**config.mk**
```make
export PLATFORM = sky130hd
export DESIGN_NAME = timer_sfr_ctrl
export DESIGN_NICKNAME = d
export VERILOG_FILES = /design/src/rtl/timer_pkg.sv /design/src/rtl/timer_chan_regs.sv /design/src/rtl/timer_sfr_ctrl.sv
export SDC_FILE = /design/constraint.sdc
export NUM_CORES = 1
export LEC_CHECK = 0
export ABC_AREA = 1
export ABC_CLOCK_PERIOD_IN_PS = 2150
export BUFFER_PORTS_ARGS = -buffer_cell sky130_fd_sc_hd__buf_2
export CAP_MARGIN = 25
export CORE_MARGIN = 2
export CORE_UTILIZATION = 40
export CTS_BUF_LIST = sky130_fd_sc_hd__clkbuf_8
export CTS_CLUSTER_DIAMETER = 120
export DETAILED_ROUTE_END_ITERATION = 10
export HOLD_SLACK_MARGIN = 0.12
export PLACE_DENSITY = 0.66
export SLEW_MARGIN = 20
export SYNTH_ARGS = -nofsm -noshare
export SYNTH_HDL_FRONTEND = slang
export SYNTH_SLANG_ARGS = --single-unit
```
**constraint.sdc**
```tcl
create_clock -name clk -period 2.15 [get_ports clk]
set_input_delay 0.1075 -clock clk [delete_from_list [all_inputs] [get_ports clk]]
set_output_delay 0.1075 -clock clk [all_outputs]
set_load 0.01 [all_outputs]
```
**src/rtl/timer_pkg.sv**
```systemverilog
// Shared definitions for the timer SFR front end: SFR addresses, TCON and
// TMOD bit positions, mode encodings, and the rule for when TH is frozen.
package timer_pkg;

  localparam logic [7:0] ADDR_TCON = 8'h88;
  localparam logic [7:0] ADDR_TMOD = 8'h89;
  localparam logic [7:0] ADDR_TL0  = 8'h8A;
  localparam logic [7:0] ADDR_TL1  = 8'h8B;
  localparam logic [7:0] ADDR_TH0  = 8'h8C;
  localparam logic [7:0] ADDR_TH1  = 8'h8D;

  localparam int TCON_TF1 = 7;
  localparam int TCON_TR1 = 6;
  localparam int TCON_TF0 = 5;
  localparam int TCON_TR0 = 4;
  localparam int TCON_IE1 = 3;
  localparam int TCON_IT1 = 2;
  localparam int TCON_IE0 = 1;
  localparam int TCON_IT0 = 0;

  localparam int TMOD_GATE = 3;
  localparam int TMOD_CT   = 2;
  localparam int TMOD_M1   = 1;
  localparam int TMOD_M0   = 0;

  typedef enum logic [1:0] {
    M13    = 2'b00,
    M16    = 2'b01,
    M8R    = 2'b10,
    MSPLIT = 2'b11
  } tmode_e;

  // TH is not loaded from the core in auto-reload timer mode (it holds the
  // reload value) and in split/stop mode.
  function automatic logic th_frozen(input logic [3:0] tmod);
    tmode_e mode;
    mode = tmode_e'({tmod[TMOD_M1], tmod[TMOD_M0]});
    return (mode == MSPLIT) || ((mode == M8R) && !tmod[TMOD_CT]);
  endfunction

endpackage

```
**src/rtl/timer_chan_regs.sv**
```systemverilog
// Per-timer register slice: TH/TL count bytes, post-write hold flag,
// overflow edge detect into TF, and the run enable.
// Ports:
//   clk, rst_n            clock, synchronous active-low reset
//   tmod                  {GATE, C/T, M1, M0} for this timer
//   tr, int_sync          run bit and synchronised INTx level
//   we_th, we_tl, wdata   CPU byte writes
//   th_nxt, tl_nxt        next-count bytes from the core
//   t_o                   core overflow level
//   tf_we, tf_wval        CPU write of the TF bit via TCON
//   ack_tf                interrupt acknowledge
//   th, tl, t_s, tf       count bytes, run enable, overflow flag
module timer_chan_regs
  import timer_pkg::*;
(
  input  logic       clk,
  input  logic       rst_n,
  input  logic [3:0] tmod,
  input  logic       tr,
  input  logic       int_sync,
  input  logic       we_th,
  input  logic       we_tl,
  input  logic [7:0] wdata,
  input  logic [7:0] th_nxt,
  input  logic [7:0] tl_nxt,
  input  logic       t_o,
  input  logic       tf_we,
  input  logic       tf_wval,
  input  logic       ack_tf,
  output logic [7:0] th,
  output logic [7:0] tl,
  output logic       t_s,
  output logic       tf
);

  logic [7:0] th_q, th_d;
  logic [7:0] tl_q, tl_d;
  logic       hold_q, hold_d;
  logic       t_o_q, t_o_d;
  logic       t_s_q, t_s_d;
  logic       tf_q, tf_d;
  logic       ovf_edge;

  assign t_s = tr & (~tmod[TMOD_GATE] | int_sync);
  assign th  = th_q;
  assign tl  = tl_q;
  assign tf  = tf_q;

  always_comb begin
    th_d     = th_q;
    tl_d     = tl_q;
    hold_d   = we_th | we_tl;
    t_o_d    = t_o;
    t_s_d    = t_s;
    tf_d     = tf_q;
    // Only count an overflow rise if the timer was actually running.
    ovf_edge = t_o & ~t_o_q & t_s_q;

    // The core's next value in the cycle after a CPU write was computed from
    // the old count, so it is dropped.
    if (we_tl) begin
      tl_d = wdata;
    end else if (!hold_q) begin
      tl_d = tl_nxt;
    end

    if (we_th) begin
      th_d = wdata;
    end else if (!hold_q && !th_frozen(tmod)) begin
      th_d = th_nxt;
    end

    if (ovf_edge) begin
      tf_d = 1'b1;
    end else if (tf_we) begin
      tf_d = tf_wval;
    end else if (ack_tf) begin
      tf_d = 1'b0;
    end
  end

  always_ff @(posedge clk) begin
    if (!rst_n) begin
      th_q   <= '0;
      tl_q   <= '0;
      hold_q <= 1'b0;
      t_o_q  <= 1'b0;
      t_s_q  <= 1'b0;
      tf_q   <= 1'b0;
    end else begin
      th_q   <= th_d;
      tl_q   <= tl_d;
      hold_q <= hold_d;
      t_o_q  <= t_o_d;
      t_s_q  <= t_s_d;
      tf_q   <= tf_d;
    end
  end

endmodule

```
**src/rtl/timer_sfr_ctrl.sv**
```systemverilog
// SFR front end for timers T0/T1: holds TCON/TMOD/TH0/TL0/TH1/TL1, serves
// CPU reads/writes, synchronises count and interrupt pins, and produces the
// run enables and the TF/IE interrupt request flags.
// Ports:
//   clk, rst_n                      clock, synchronous active-low reset
//   sfr_addr/we/wdata/rdata/hit     CPU SFR bus (read is combinational)
//   t0_pin, t1_pin, int0_n, int1_n  asynchronous pins
//   thX_nxt, tlX_nxt, tX_o          next-count bytes and overflow from cores
//   thX, tlX, tmodX, tX_s           count bytes, mode fields, run enables
//   cntX_sig                        synchronised count pins
//   tf0, tf1, ie0, ie1, ack_*       interrupt flags and acknowledges
module timer_sfr_ctrl
  import timer_pkg::*;
(
  input  logic       clk,
  input  logic       rst_n,
  input  logic [7:0] sfr_addr,
  input  logic       sfr_we,
  input  logic [7:0] sfr_wdata,
  output logic [7:0] sfr_rdata,
  output logic       sfr_hit,
  input  logic       t0_pin,
  input  logic       t1_pin,
  input  logic       int0_n,
  input  logic       int1_n,
  input  logic [7:0] th0_nxt,
  input  logic [7:0] tl0_nxt,
  input  logic [7:0] th1_nxt,
  input  logic [7:0] tl1_nxt,
  input  logic       t0_o,
  input  logic       t1_o,
  output logic [7:0] th0,
  output logic [7:0] tl0,
  output logic [7:0] th1,
  output logic [7:0] tl1,
  output logic [3:0] tmod0,
  output logic [3:0] tmod1,
  output logic       t0_s,
  output logic       t1_s,
  output logic       cnt0_sig,
  output logic       cnt1_sig,
  output logic       tf0,
  output logic       tf1,
  output logic       ie0,
  output logic       ie1,
  input  logic       ack_tf0,
  input  logic       ack_tf1,
  input  logic       ack_ie0,
  input  logic       ack_ie1
);

  // Pin order in the synchroniser vectors: {int1_n, int0_n, t1_pin, t0_pin}
  logic [3:0] sync1_q, sync1_d;
  logic [3:0] sync2_q, sync2_d;
  logic [1:0] int_dly_q, int_dly_d;
  logic [1:0] tr_q, tr_d;
  logic [1:0] it_q, it_d;
  logic [1:0] ie_q, ie_d;
  logic [7:0] tmod_q, tmod_d;
  logic [1:0] int_sync;
  logic [1:0] ack_ie;
  logic       wr_tcon, wr_tmod, wr_tl0, wr_tl1, wr_th0, wr_th1;

  assign wr_tcon = sfr_we && (sfr_addr == ADDR_TCON);
  assign wr_tmod = sfr_we && (sfr_addr == ADDR_TMOD);
  assign wr_tl0  = sfr_we && (sfr_addr == ADDR_TL0);
  assign wr_tl1  = sfr_we && (sfr_addr == ADDR_TL1);
  assign wr_th0  = sfr_we && (sfr_addr == ADDR_TH0);
  assign wr_th1  = sfr_we && (sfr_addr == ADDR_TH1);

  assign int_sync = sync2_q[3:2];
  assign ack_ie   = {ack_ie1, ack_ie0};
  assign cnt0_sig = sync2_q[0];
  assign cnt1_sig = sync2_q[1];
  assign tmod0    = tmod_q[3:0];
  assign tmod1    = tmod_q[7:4];
  assign ie0      = ie_q[0];
  assign ie1      = ie_q[1];

  always_comb begin
    sync1_d   = {int1_n, int0_n, t1_pin, t0_pin};
    sync2_d   = sync1_q;
    int_dly_d = int_sync;
    tr_d      = tr_q;
    it_d      = it_q;
    tmod_d    = tmod_q;
    ie_d      = ie_q;

    if (wr_tcon) begin
      tr_d = {sfr_wdata[TCON_TR1], sfr_wdata[TCON_TR0]};
      it_d = {sfr_wdata[TCON_IT1], sfr_wdata[TCON_IT0]};
    end
    if (wr_tmod) begin
      tmod_d = sfr_wdata;
    end

    for (int x = 0; x < 2; x++) begin
      if (it_q[x]) begin
        if (int_dly_q[x] && !int_sync[x]) begin
          ie_d[x] = 1'b1;
        end else if (ack_ie[x] || wr_tcon) begin
          ie_d[x] = 1'b0;
        end
      end else begin
        // Level mode simply mirrors the pin, so acks/writes cannot stick.
        ie_d[x] = ~int_sync[x];
      end
    end
  end

  always_ff @(posedge clk) begin
    if (!rst_n) begin
      sync1_q   <= '0;
      sync2_q   <= '0;
      int_dly_q <= '0;
      tr_q      <= '0;
      it_q      <= '0;
      ie_q      <= '0;
      tmod_q    <= '0;
    end else begin
      sync1_q   <= sync1_d;
      sync2_q   <= sync2_d;
      int_dly_q <= int_dly_d;
      tr_q      <= tr_d;
      it_q      <= it_d;
      ie_q      <= ie_d;
      tmod_q    <= tmod_d;
    end
  end

  timer_chan_regs u_chan0 (
    .clk      (clk),
    .rst_n    (rst_n),
    .tmod     (tmod_q[3:0]),
    .tr       (tr_q[0]),
    .int_sync (int_sync[0]),
    .we_th    (wr_th0),
    .we_tl    (wr_tl0),
    .wdata    (sfr_wdata),
    .th_nxt   (th0_nxt),
    .tl_nxt   (tl0_nxt),
    .t_o      (t0_o),
    .tf_we    (wr_tcon),
    .tf_wval  (sfr_wdata[TCON_TF0]),
    .ack_tf   (ack_tf0),
    .th       (th0),
    .tl       (tl0),
    .t_s      (t0_s),
    .tf       (tf0)
  );

  timer_chan_regs u_chan1 (
    .clk      (clk),
    .rst_n    (rst_n),
    .tmod     (tmod_q[7:4]),
    .tr       (tr_q[1]),
    .int_sync (int_sync[1]),
    .we_th    (wr_th1),
    .we_tl    (wr_tl1),
    .wdata    (sfr_wdata),
    .th_nxt   (th1_nxt),
    .tl_nxt   (tl1_nxt),
    .t_o      (t1_o),
    .tf_we    (wr_tcon),
    .tf_wval  (sfr_wdata[TCON_TF1]),
    .ack_tf   (ack_tf1),
    .th       (th1),
    .tl       (tl1),
    .t_s      (t1_s),
    .tf       (tf1)
  );

  always_comb begin
    sfr_rdata = '0;
    sfr_hit   = 1'b1;
    case (sfr_addr)
      ADDR_TCON: sfr_rdata = {tf1, tr_q[1], tf0, tr_q[0], ie_q[1], it_q[1], ie_q[0], it_q[0]};
      ADDR_TMOD: sfr_rdata = tmod_q;
      ADDR_TL0:  sfr_rdata = tl0;
      ADDR_TL1:  sfr_rdata = tl1;
      ADDR_TH0:  sfr_rdata = th0;
      ADDR_TH1:  sfr_rdata = th1;
      default:   sfr_hit   = 1'b0;
    endcase
  end

endmodule

```
==> results.md <==
Place:
- The half-perimeter wire length of the detailed placement result is roughly 8000 um.
- At the placement stage, the worst setup path has a slack of roughly 0.45 ns.
- The cell area reported after detailed placement is between 4000 and 5000 sq um.
- Port buffering added about 120 buffers.
- Routability-driven placement finished with a final weighted congestion of between 0.9 and 1.
- The number of instances in the placed design is 731.

Global route:
- The global-route wire length before repair is ~18,000 um.
- The met1 usage in global routing is about a third.
- The most congested layer reported by global routing is met2.
- Global routing used 23.54% of the available tracks.
- The number of antenna violations at the first check in global routing is 0.
- The number of global-route vias before repair is between 3,000 and 4,000.
- Entering global routing, the biggest net connects 38 pins.
- The met3 usage is around 4.7%.
- The overall overflow remaining after global route is 0.
- The met2 layer usage reported by global route is 37.41%.

Clocking:
- The number of buffers added for setup after CTS is 0.
- The hold-fix buffer count after cts is 16.
- The number of clock sinks is 64.
- After clock tree synthesis, the repair step resized 0 gates.
- After clock tree synthesis, the clock-pin slew on the worst setup and hold paths is 0.08 ns.
- The H-tree was split into 3 levels.
- The number of clock buffers inserted by TritonCTS is 9.
- The clock tree from TritonCTS is yes.
- Clock tree synthesis selected as its root buffer the cell clkbuf_8.
- At the later pin of the worst-skew pair, clock insertion delay measures 0.35 ns.
- The number of buffers on the longest clock path is 2.

Power and ir drop:
- Power spread over the standard cell area amounts to 622.7 nW/um^2.
- The cell leakage power is between 2 and 2.5 nW.
- VDD sags by at most ~0.4 mV.
- The post-route total power is approximately 2.8 mW.

Routing:
- The via count normalized by instance count is around 5.
- The number of antenna-violating nets in the routed design is 0.
- The remaining routing DRC violations is 0.
- The number of vias after detailed routing is roughly 3,800.
- The number of violations reported at the end of detailed-routing iteration 0 is roughly 240.
- The mean routed wirelength per cell is ~14 um.
- The number of detailed-route iterations in the first pass is 4.
- After detailed routing, the total wire length is ~11,000 um.

Floorplanning:
- The floorplan has 34 rows.
- After floorplanning, the core was sized to cover around 8600 sq um.
- The chip height is around 98 um.
- The floorplan step set the die width to between 90 and 100 um.
- The die covers slightly below 10,000 sq um.
- The number of placed I/O pins is 118.
- Once the floorplan was initialized, standard cells occupied around two fifths of the core.

STA:
- The worst-case setup margin in the final layout is around 0.43 ns.
- Setup violations remaining at the end of the flow were counted as 0.
- In the final timing run, aggregate negative setup slack is 0 ns.
- The worst clock skew is 0.009493 ns.
- The count of pins over their slew limit is 0.
- The minimum period implied by the final worst setup slack is about 1.7 ns.
- On the final layout, the worst hold slack is around 0.13 ns.
- After layout, the worst path uses about four fifths of the clock period.
- At the pin with the least slew margin, the transition time is 0.7478 ns.
- Based on the critical path, the design can be clocked at up to 582.5 MHz.
- Headroom to the max-slew limit came out at roughly 50%.
- Setup repair after global routing left no endpoint under its margin.
- The number of hold violations in the final report is 0.

Setup path:
- Walking the worst path, the cells encountered are clkinv_1 -> nand2_1 -> nand3_1 -> a21oi_2.
- The library cell contributing the largest single delay on the critical path is dfxtp_1.
- The setup path with the least slack is of type flip-flop to flip-flop.
- Data on the critical path is required at its endpoint by 2.43 ns.
- For the worst setup path, the data arrival time is about 2.0 ns.
- For flop-to-flop paths, the worst setup slack is between 0.4 and 0.5 ns.
- STA classifies the critical path startpoint as a flip-flop.
- The top fanout value on the critical path is 17.
- STA classifies the critical path endpoint as a flip-flop.
- On the worst path, the slowest cell contributes a delay of 0.50 ns.

Finish:
- For this run, the post-layout net count is approximately 700.
- The growth of design area from synthesis to finish is 27.10%.
- The share of the core filled with cells is approximately 52%.
- Fill cells in the final layout number slightly below 900.
- The repair_antennas step left the layout with diodes totalling 0.
- The proportion of layout cells with a drive suffix above 1 is a little over a quarter.
- Leaving out fill and tap cells, the most frequent cells in the layout are buf_2 (117), nand2_1 (97), nand3_1 (82), nor2_1 (73), inv_1 (69).
- The count of cells in the finished layout, fillers not included, comes to approximately 760.
- The finished cells cover roughly 4500 sq um.
- The most common cell after layout, fill and taps aside is buf_2.

Worst hold path:
- The kind of path behind the tightest hold check is input port to flip-flop.

Synth:
- The cell count after synthesis is ~530.
- The fraction of the yosys area taken by sequential cells is a little over a third.
- The total standard cell area after synthesis is roughly 3500 sq um.
- The post-synthesis cell type count is 27.
- The total nets after synthesis is ~590.
- The average instance in the mapped netlist occupies about 6.7 sq um.
- The synthesis warning total is 0.
- The number of flip-flops and latches in the synthesized netlist is 64.

Status:
- The run finished with clean final reports.

Job:
- The number of max-cap violations is 0.
[cells by family (layout without fill, tap and decap cells)]
kind of cell	count (synthesis)	count (layout)	synth area share [%]
DFF	64	64	36.18
and+or+nand+nor	289	289	39.15
AOI/OAI and AO/OA	74	74	11.63
buffers and inverters	100	228	13.04
[per-layer routing]
layer  part of all wire, %  wire [um]
met1                    46       5112
met2                    44       4904
met3                   7.7        852
met4                   1.6        172
met5                     0          0
[flip-flops by register name (all words and copies together), names as in the netlist]
name	count
sync1_q	4
u_chan1.tl	8
u_chan0.tf	1
u_chan0.tl	8
u_chan1.tf	1
int_dly_q	2
u_chan1.hold_q	1
it_q	2
u_chan0.hold_q	1
u_chan0.th	8
sync2_q	4
u_chan0.t_s_q	1
tr_q	2
ie_q	2
tmod_q	8
u_chan1.th	8
u_chan0.t_o_q	1
u_chan1.t_o_q	1
u_chan1.t_s_q	1
[area by class of cell]
type	instances	area [sq um]	share of cell area [%]
repair buffers	139	790.8	17.57
clock inverters	6	83.83	1.863
well taps	108	135.1	3.003
inverters	73	274.0	6.088
multi-input cells	363	1798	39.95
clock buffers	10	137.6	3.058
flip-flops and latches	64	1281	28.47
[worst max-delay path, delay by kind of cell (launching register included)]
kind	cells	cell delay [ns]
simple gates	2	0.55
flops	1	0.50
buf+inv	1	0.45
compound gates	1	0.15
[worst paths after layout]
kind	start	end	cells past startpoint
max	u_chan1.hold_q	u_chan1.th[5]	4
min	tl1_nxt[4]	u_chan1.tl[4]	5
max reg2reg	u_chan1.hold_q	u_chan1.th[5]	4
min reg2reg	sync1_q[0]	sync2_q[0]	2
[synth_stat cells]
| cell type | number | area [sq um] |
|---|---|---|
| nand4_1 | 12 | 75.07 |
| buf_4 | 7 | 52.55 |
| nand2_4 | 3 | 33.78 |
| nand3_2 | 1 | 10.01 |
| buf_6 | 7 | 78.83 |
| clkbuf_1 | 7 | 26.28 |
| clkinv_1 | 1 | 3.750 |
| nor2_4 | 2 | 22.52 |
| nor2_1 | 73 | 274.0 |
| a21oi_1 | 30 | 150.1 |
| o21ai_1 | 15 | 75.07 |
| dfxtp_1 | 64 | 1281 |
| nand3b_1 | 2 | 15.01 |
| a21oi_2 | 6 | 52.55 |
| nor2_2 | 1 | 6.260 |
| nand2_1 | 97 | 364.1 |
| nand3_1 | 82 | 410.4 |
| nand2_2 | 8 | 50.05 |
| o21ai_0 | 18 | 90.09 |
| and2_1 | 2 | 12.51 |
| nand3_4 | 3 | 52.55 |
| o21ai_2 | 5 | 43.79 |
| inv_2 | 4 | 15.01 |
| inv_1 | 68 | 255.2 |
| nor2_8 | 3 | 60.06 |
| buf_2 | 5 | 25.02 |
| clkbuf_2 | 1 | 5.000 |
[power breakdown]
| group | switching [mW] | internal, mW | total [mW] |
|---|---|---|---|
| logic | 0.202 | 0.145 | 0.347 |
| clock network | 0.510 | 0.678 | 1.19 |
| registers | 0.0360 | 1.23 | 1.27 |
No activity file was read; power rests on OpenSTA's default activity.
